$ cat config.mk
export PLATFORM = sky130hd
export DESIGN_NAME = gpu_host_port_arbiter
export DESIGN_NICKNAME = d
export VERILOG_FILES = /design/src/rtl/gpu_host_arb_pkg.sv /design/src/rtl/gpu_rd_tag_pipe.sv /design/src/rtl/gpu_host_port_arbiter.sv
export SDC_FILE = /design/constraint.sdc
export NUM_CORES = 1
export LEC_CHECK = 0
export BUFFER_PORTS_ARGS = -buffer_cell sky130_fd_sc_hd__buf_2
export CAP_MARGIN = 20
export CORE_MARGIN = 10
export CORE_UTILIZATION = 48
export DETAILED_ROUTE_END_ITERATION = 16
export GPL_TIMING_DRIVEN = 0
export PLACE_DENSITY = 0.84
export SLEW_MARGIN = 20
export SYNTH_ARGS = -nofsm -noshare
export SYNTH_HDL_FRONTEND = slang
export SYNTH_SLANG_ARGS = --single-unit
$ cat constraint.sdc
create_clock -name clk -period 3.17 [get_ports clk]
set_input_delay 0.317 -clock clk [delete_from_list [all_inputs] [get_ports clk]]
set_output_delay 0.317 -clock clk [all_outputs]
set_load 0.05 [all_outputs]
$ cat src/rtl/gpu_host_arb_pkg.sv
// gpu_host_arb_pkg
// Shared types and constants for the GPU host-port (B port) arbiter and its
// read-tag pipe.
//   HOST_ADDR_W    : width of the GPU RAM host byte address bus
//   gpu_host_req_t : one host request {wr, addr, wdata}
//   rd_tag_t       : in-flight read marker {valid, req_id}

package gpu_host_arb_pkg;

    localparam int HOST_ADDR_W = 20;

    typedef struct packed {
        logic                   wr;
        logic [HOST_ADDR_W-1:0] addr;
        logic [7:0]             wdata;
    } gpu_host_req_t;

    typedef struct packed {
        logic valid;
        logic req_id;
    } rd_tag_t;

endpackage

$ cat src/rtl/gpu_rd_tag_pipe.sv
// gpu_rd_tag_pipe
// Shift register of read tags, DEPTH stages long. The tag leaving the last
// stage steers the RAM read byte into the matching requester's output
// register and raises that requester's one-cycle valid strobe.
// Ports:
//   clk, rst                : clock, asynchronous active-high reset
//   tag_in                  : tag entering the pipe this cycle
//   rdata                   : read byte from the RAM
//   rd_valid_0 / rd_valid_1 : one-cycle return strobes
//   rd_data_0  / rd_data_1  : returned bytes, held between returns

module gpu_rd_tag_pipe
    import gpu_host_arb_pkg::*;
#(
    parameter int DEPTH = 2
) (
    input  logic       clk,
    input  logic       rst,
    input  rd_tag_t    tag_in,
    input  logic [7:0] rdata,
    output logic       rd_valid_0,
    output logic       rd_valid_1,
    output logic [7:0] rd_data_0,
    output logic [7:0] rd_data_1
);

    rd_tag_t stage [DEPTH];
    rd_tag_t tag_out;

    // Advance every tag one stage per clock; reset empties the pipe so
    // reads in flight at reset never produce a return.
    always_ff @(posedge clk or posedge rst) begin
        if (rst) begin
            for (int i = 0; i < DEPTH; i++) begin
                stage[i] <= '0;
            end
        end else begin
            stage[0] <= tag_in;
            for (int i = 1; i < DEPTH; i++) begin
                stage[i] <= stage[i-1];
            end
        end
    end

    assign tag_out = stage[DEPTH-1];

    // Capture the RAM byte for whichever requester owns the departing tag;
    // the other requester's data register keeps its previous value.
    always_ff @(posedge clk or posedge rst) begin
        if (rst) begin
            rd_valid_0 <= 1'b0;
            rd_valid_1 <= 1'b0;
            rd_data_0  <= 8'h00;
            rd_data_1  <= 8'h00;
        end else begin
            rd_valid_0 <= tag_out.valid && !tag_out.req_id;
            rd_valid_1 <= tag_out.valid &&  tag_out.req_id;
            if (tag_out.valid && !tag_out.req_id) begin
                rd_data_0 <= rdata;
            end
            if (tag_out.valid && tag_out.req_id) begin
                rd_data_1 <= rdata;
            end
        end
    end

endmodule

$ cat src/rtl/gpu_host_port_arbiter.sv
// gpu_host_port_arbiter
// Two-requester arbiter for the host byte port (B port) of the GPU
// dual-port RAM. Requester 0 is the Z80 bus interface, requester 1 the
// geometry/blitter engine. One access is issued per clock and each read
// byte is routed back to the requester that issued it.
// Configuration macro:
//   GPU_HOST_ARB_FIXED_PRIO_EN defined   : requester 0 always wins ties
//   GPU_HOST_ARB_FIXED_PRIO_EN undefined : round-robin on ties (default)
// Ports:
//   clk, rst                      : clock (also RAM clk_b), async active-high reset
//   req_valid_N / req_ready_N     : request handshake, ready is the grant
//   req_wr_N, req_addr_N, req_wdata_N : request fields (1 = write)
//   rd_valid_N / rd_data_N        : read return strobe and byte
//   ram_wr_ena, ram_addr, ram_wdata, ram_rdata : RAM B port

module gpu_host_port_arbiter
    import gpu_host_arb_pkg::*;
#(
    parameter int ADDR_W     = HOST_ADDR_W,
    parameter int RD_LATENCY = 2
) (
    input  logic              clk,
    input  logic              rst,
    input  logic              req_valid_0,
    input  logic              req_valid_1,
    output logic              req_ready_0,
    output logic              req_ready_1,
    input  logic              req_wr_0,
    input  logic              req_wr_1,
    input  logic [ADDR_W-1:0] req_addr_0,
    input  logic [ADDR_W-1:0] req_addr_1,
    input  logic [7:0]        req_wdata_0,
    input  logic [7:0]        req_wdata_1,
    output logic              rd_valid_0,
    output logic              rd_valid_1,
    output logic [7:0]        rd_data_0,
    output logic [7:0]        rd_data_1,
    output logic              ram_wr_ena,
    output logic [ADDR_W-1:0] ram_addr,
    output logic [7:0]        ram_wdata,
    input  logic [7:0]        ram_rdata
);

    logic              grant_any;
    logic              win_wr;
    logic [ADDR_W-1:0] win_addr;
    logic [7:0]        win_wdata;
    rd_tag_t           issue_tag;

`ifdef GPU_HOST_ARB_FIXED_PRIO_EN
    // Fixed priority: requester 0 wins whenever it is valid. Grants are
    // suppressed while reset is asserted.
    always_comb begin
        req_ready_0 = 1'b0;
        req_ready_1 = 1'b0;
        if (!rst) begin
            if (req_valid_0) begin
                req_ready_0 = 1'b1;
            end else if (req_valid_1) begin
                req_ready_1 = 1'b1;
            end
        end
    end
`else
    logic last;

    // Round-robin grant: on a tie the requester that was not granted last
    // wins. Grants are suppressed while reset is asserted.
    always_comb begin
        req_ready_0 = 1'b0;
        req_ready_1 = 1'b0;
        if (!rst) begin
            if (req_valid_0 && req_valid_1) begin
                req_ready_0 = last;
                req_ready_1 = !last;
            end else if (req_valid_0) begin
                req_ready_0 = 1'b1;
            end else if (req_valid_1) begin
                req_ready_1 = 1'b1;
            end
        end
    end

    // Remember the last winner; it starts at 1 so requester 0 goes first,
    // and it only moves on an accepted transfer.
    always_ff @(posedge clk or posedge rst) begin
        if (rst) begin
            last <= 1'b1;
        end else if (req_ready_0) begin
            last <= 1'b0;
        end else if (req_ready_1) begin
            last <= 1'b1;
        end
    end
`endif

    assign grant_any = req_ready_0 || req_ready_1;

    // Select the winning request's fields for the RAM registers.
    always_comb begin
        win_wr    = req_wr_0;
        win_addr  = req_addr_0;
        win_wdata = req_wdata_0;
        if (req_ready_1) begin
            win_wr    = req_wr_1;
            win_addr  = req_addr_1;
            win_wdata = req_wdata_1;
        end
    end

    // Register the accepted access onto the RAM port. The read tag is
    // registered alongside the address so it enters the tag pipe in step
    // with the RAM seeing the address; the pipe then covers the RAM latency.
    always_ff @(posedge clk or posedge rst) begin
        if (rst) begin
            ram_wr_ena <= 1'b0;
            ram_addr   <= '0;
            ram_wdata  <= 8'h00;
            issue_tag  <= '0;
        end else begin
            ram_wr_ena <= 1'b0;
            issue_tag  <= '0;
            if (grant_any) begin
                ram_wr_ena       <= win_wr;
                ram_addr         <= win_addr;
                ram_wdata        <= win_wdata;
                issue_tag.valid  <= !win_wr;
                issue_tag.req_id <= req_ready_1;
            end
        end
    end

    gpu_rd_tag_pipe #(
        .DEPTH (RD_LATENCY)
    ) u_rd_tag_pipe (
        .clk        (clk),
        .rst        (rst),
        .tag_in     (issue_tag),
        .rdata      (ram_rdata),
        .rd_valid_0 (rd_valid_0),
        .rd_valid_1 (rd_valid_1),
        .rd_data_0  (rd_data_0),
        .rd_data_1  (rd_data_1)
    );

endmodule

* Yosys cells after proc, flatten, opt, wreduce, memory -nomap -nowiden
Cells that the tools add are included. Widths: inputs -> output; s select.
Storage, ports and cells: word-level logic and storage cells 36, memory bits (read-only) 0, memory bits (writable) 0, memories kept 0, latch bits 0, register bits after elaboration 54, bits of input ports 70
Cells by class: muxes and demuxes 14, $mul 0, bitwise logic cells 0, divide/modulo/power cells 0, add/subtract/negate cells 0, shift-type cells 0, equality and inequality tests 0, reductions and logical operators 8, $lt $le $gt $ge 0
Operators by type and width (number):
- $mux 20 | 1
- $mux 1 | 11
- $mux 8 | 1
- $logic_and 1x1->1 | 3
- $logic_not 1->1 | 3
- $mux 2 | 1
- $reduce_bool 2->1 | 1
- $logic_or 1x1->1 | 1

* Depth between registers and ports, before layout
word-level depth 7, mapped depth 5

* Cells and area by module
Synthesis repeated with hierarchy kept, for this count alone.
Unflattened totals: cells, all modules 222, area total of the unflattened synthesis 2339.7 um^2
Modules (own cells, without submodules):
- gpu_host_port_arbiter | cells each 179, area each 1540.2 um^2, instances 1, sequential area each 802.0 um^2
- gpu_rd_tag_pipe | cells each 43, area each 799.5 um^2, instances 1, sequential area each 550.5 um^2

* Worst setup path after synthesis
OpenSTA, ideal clock, no wires.
path kind register to output, start register last, end output req_ready_1, required time 2853 ps, buffers on the path 1, arrival 1340 ps, path slack 1513 ps, cell stages (with the launch flop) 4, path through dfstp_2 and2_1 clkbuf_1 nor2_1
Between the ends: word-level cells in the longest chain between the ends 3
Ends and longest elaborated chain:
- start, declared | RTL line gpu_host_port_arbiter.sv:65 | logic last;
- start signal, assigned | RTL line gpu_host_port_arbiter.sv:88 | last <= 1'b1;
- start signal, assigned | RTL line gpu_host_port_arbiter.sv:90 | last <= 1'b0;
- start signal, assigned | RTL line gpu_host_port_arbiter.sv:92 | last <= 1'b1;
- $logic_not 1->1 | RTL line gpu_host_port_arbiter.sv:75 | req_ready_1 = !last;
- $mux 1 | RTL line gpu_host_port_arbiter.sv:73 | if (req_valid_0 && req_valid_1) begin
- $mux 1 | RTL line gpu_host_port_arbiter.sv:72 | if (!rst) begin
- end, declared | RTL line gpu_host_port_arbiter.sv:27 | output logic req_ready_1,
No other way between the ends.

* Worst setup path after layout
Same ends and word-level chain as after synthesis.

==> results <==
- The congestion estimate from routability-driven global placement came to 0.783.
- The top achievable clock speed is 0.500 GHz.
- The H-tree depth is 2.
- The cell type with the largest total area after synthesis is sky130_fd_sc_hd__dfrtp_1.
- The first global-routing pass estimated 10,700 um of wire.
- The starting density of the core is 0.489.
- Setup repair after global routing left no endpoint under its margin.
- The floorplan die area is between 7000 and 8000 um2.
- The tool flagged a number of max-cap violations equal to 0.
- The detailed-route via count is 2,130.
- Measured along the y axis, the die boundary spans between 80 and 90 um.
- Counting flops and latches in the post-synthesis netlist gives 54.
- For flop-to-flop paths, the worst setup slack is 1.66 ns.
- The overall fraction of global-route tracks in use is 0.171.
- 119 I/O pins were placed.
- Along the worst path, the maximum fanout reaches 10.
- Wires add up to around 6700 um.
- The count of synthesis-stage warnings from yosys is 0.
- Once detail routing completed, the nets flagged for antenna violations numbered 0.
- Timing analysis after detailed placement gives a worst setup slack of 1.49 ns.
- Yosys attributes the largest share of cell area to sky130_fd_sc_hd__dfrtp_1 (58%), sky130_fd_sc_hd__mux2_2 (7.9%), sky130_fd_sc_hd__a31oi_1 (7.6%), sky130_fd_sc_hd__o21ai_0 (6.5%), sky130_fd_sc_hd__nand3_1 (6.3%).
- The clock tree skew after final layout is roughly 0.004 ns.
- The average instance in the mapped netlist occupies between 10 and 15 um2.
- The post-cts hold buffer count is 0.
- The number of pins exceeding their max-slew limit in the final report is 0.
- The post-synthesis cell area is 2290 um2.
- Dividing the final minimum period by the clock period gives 0.631.
- The count of TritonRoute iterations in the first routing pass is 4.
- Of the post-synthesis cell area, the dominant cell type holds 0.578.
- The number of nets in the final layout is 418.
- The number of gates resized after CTS was 0.
- 0 antenna diodes ended up in the layout.
- The clock latency at the later pin of the worst-skew pair is approximately 0.30 ns.
- In this run, the number of DRC markers left after iteration 0 of detailed routing was around 100.
- STA classifies the critical path startpoint as a flip-flop.
- The share of power burned in combinational logic is 0.394.
- For the pin with the worst max-slew slack, the measured transition is roughly 0.52 ns.
- For this design the static power due to leakage is roughly 1.5 nW.
- The sequential fraction of design power is 0.428.
- The worst hold path belongs to the class in2async.
- The number of antenna violations at the first check in global routing was 0.
- The tree built by TritonCTS fans out to 54 sinks.
- The setup-violating endpoint count in the final report is 0.
- Counting the buffers created by CTS gives 5.
- By startpoint and endpoint, the worst setup path is classified as reg2out.
- The master cell of the clock root buffer is sky130_fd_sc_hd__clkbuf_8.
- Internal power comes to 0.00116 W.
- The total number of placement rows is 25.
- After routing, the total negative slack on setup checks comes to 0 ns.
- The post-synthesis cell count is 222.
- STA puts the critical path data arrival time at 1.68 ns.
- The number of buffers added on ports is ~120.
- The kind of capture point of the worst setup path is an output pin.
- The synthesis-to-finish area growth is 33.1%.
- The final critical path time including I/O delays and setup is 2.00 ns.
- In the routed design, unresolved DRC markers number 0.
- For this run, the register share of the synthesized area comes to 0.590.
- The worst max-slew margin expressed relative to the limit is 0.652.
- The pin count of the biggest net entering global routing is 31.
- The synthesized netlist contains 20 unique library cells.
- The flow ran to the end, and the final reports show no timing, DRC or antenna violations.
- The post-detailed-route via-to-cell ratio is 5.30.
- The number of hold-slack violations in the final timing report is 0.
- The power spent charging and discharging nets is 0.000849 W.
- The floorplan core area is 4690 um2.
- Of the total power, the clock network draws 0.179.
- The clock passes through at most 2 buffers.
- The largest vdd supply drop is 292 uV.
- In the final routed layout, each cell accounts on average for ~17 um.
- The number of global-route vias before repair is between 2,000 and 2,500.
- After clock tree synthesis, the clock-pin slew on the worst setup and hold paths is about 0.090 ns.
- The final worst slack is 1.17 ns.
- The total power density per cell area is roughly 660 nW/um2.
- After global routing the overflow that remains totals 0.
- Once the clock tree was built, the setup fixing pass inserted 0 buffers.
- The total half-perimeter wirelength after legalization and detailed placement is 5240 um.
- The switching fraction of total power is 0.422.
- The share of final-layout standard cells stronger than drive strength 1 is 0.440.
- The horizontal die dimension is slightly below 90 um.
- TritonCTS built the clock tree.
- The number of nets handed over by synthesis was 292.
- At the worst endpoint, the required time is 2.85 ns.
==> sequential cells by signal, indices dropped and copies added, names as in the netlist <==
register                  cells
issue_tag                     2
last                          1
ram_addr                     20
ram_wdata                     8
ram_wr_ena                    1
u_rd_tag_pipe.rd_data_0       8
u_rd_tag_pipe.rd_data_1       8
u_rd_tag_pipe.rd_valid_0      1
u_rd_tag_pipe.rd_valid_1      1
u_rd_tag_pipe.stage           4
==> path summary, 6_finish.rpt <==
path	from	end	cells after the start
worst max-delay path	last	req_ready_1	4
worst min-delay path	rst	u_rd_tag_pipe.rd_data_1[4]	2
worst max register to register	last	ram_addr[10]	4
worst min register to register	issue_tag[0]	u_rd_tag_pipe.stage[2]	0
max in group asynchronous	rst	last	3
min in group clk	ram_rdata[2]	u_rd_tag_pipe.rd_data_1[2]	2
==> worst max-delay path: stages, from the launching register on <==
cell and delay [ns]:
sky130_fd_sc_hd__dfstp_2 0.57, sky130_fd_sc_hd__and2_1 0.19, sky130_fd_sc_hd__clkbuf_1 0.34, sky130_fd_sc_hd__nor2_1 0.06, sky130_fd_sc_hd__buf_2 0.22
==> Yosys cell counts <==
cell,number
sky130_fd_sc_hd__o21ba_2,1
sky130_fd_sc_hd__and3_1,1
sky130_fd_sc_hd__nor2b_1,1
sky130_fd_sc_hd__clkbuf_1,10
sky130_fd_sc_hd__a31oi_1,28
sky130_fd_sc_hd__inv_1,4
sky130_fd_sc_hd__a21oi_1,1
sky130_fd_sc_hd__dfstp_2,1
sky130_fd_sc_hd__nand2b_1,3
sky130_fd_sc_hd__a21boi_0,1
sky130_fd_sc_hd__mux2_2,16
sky130_fd_sc_hd__nor2_1,30
sky130_fd_sc_hd__dfrtp_1,53
sky130_fd_sc_hd__nand2_1,3
sky130_fd_sc_hd__o21ai_0,30
sky130_fd_sc_hd__buf_4,1
sky130_fd_sc_hd__buf_2,7
sky130_fd_sc_hd__nand3_1,29
sky130_fd_sc_hd__buf_6,1
sky130_fd_sc_hd__and2_1,1
==> metrics by stage <==
| step | hold slack (ns) | instances | cell area [um2] | power, W | util |
|---|---|---|---|---|---|
| 6_report | 0.0827 | 402 | 3050 | 0.00201 | 0.650 |
| 5_1_grt | 0.117 | 402 | 3050 | 0.00212 | 0.650 |
| 4_1_cts | 0.0877 | 402 | 3050 | 0.00203 | 0.650 |
| 3_5_place_dp | 0.335 | 395 | 2970 | 0.00167 | 0.633 |
| 3_3_place_gp | 0.331 | 394 | 2950 | 0.00165 | 0.629 |
| 2_1_floorplan | 0.331 | 222 | 2290 | 0.00145 | - |
==> cell usage in the layout, fill, tap and decap left out <==
cell	instances
sky130_fd_sc_hd__and3_1	1
sky130_fd_sc_hd__inv_1	3
sky130_fd_sc_hd__o21ai_0	30
sky130_fd_sc_hd__nor2b_1	1
sky130_fd_sc_hd__buf_4	1
sky130_fd_sc_hd__a21boi_0	1
sky130_fd_sc_hd__a21oi_1	1
sky130_fd_sc_hd__a31oi_1	28
sky130_fd_sc_hd__buf_6	1
sky130_fd_sc_hd__inv_2	1
sky130_fd_sc_hd__dfstp_2	1
sky130_fd_sc_hd__nor2_1	30
sky130_fd_sc_hd__mux2_2	16
sky130_fd_sc_hd__and2_1	1
sky130_fd_sc_hd__clkinvlp_4	1
sky130_fd_sc_hd__clkbuf_8	5
sky130_fd_sc_hd__nand2_1	3
sky130_fd_sc_hd__buf_12	1
sky130_fd_sc_hd__dfrtp_1	53
sky130_fd_sc_hd__clkbuf_1	11
sky130_fd_sc_hd__nand3_1	29
sky130_fd_sc_hd__nand2b_1	3
sky130_fd_sc_hd__buf_2	125
sky130_fd_sc_hd__o21ba_2	1
==> area by class of cell <==
| type | count | area [um2] |
|---|---|---|
| Sequential cell | 54 | 1350 |
| Clock buffer | 6 | 72.6 |
| Buffer | 19 | 91.3 |
| Clock inverter | 1 | 7.51 |
| Timing Repair Buffer | 119 | 611 |
| Multi-Input combinational cell | 145 | 835 |
| Tap cell | 54 | 67.6 |
| Fill cell | 392 | 1640 |
| Inverter | 4 | 15.0 |
==> power groups by stage <==
stage | Sequential, W | Combinational [W] | Clock [W]
2_1_floorplan | 0.00126 | 0.000186 | 0
3_3_place_gp | 0.000866 | 0.000786 | 0
6_report | 0.000859 | 0.000791 | 0.000360
4_1_cts | 0.000860 | 0.000799 | 0.000372
5_1_grt | 0.000878 | 0.000838 | 0.000401
3_5_place_dp | 0.000873 | 0.000799 | 0
==> layer usage <==
layer,GRT usage,up-vias,routed length [um]
met4,0.0303,0,44
met5,0,-,0
li1,-,1040,-
met1,0.202,999,2650
met3,0.0729,6,755
met2,0.285,85,3260
==> cells by family after synthesis <==
group,synth area share
AOI/OAI and AO/OA,0.152
buffers and inverters,0.0464
and+or+nand+nor,0.134
DFF,0.590
muxes,0.0786
Power figures use the tool's default switching activity.
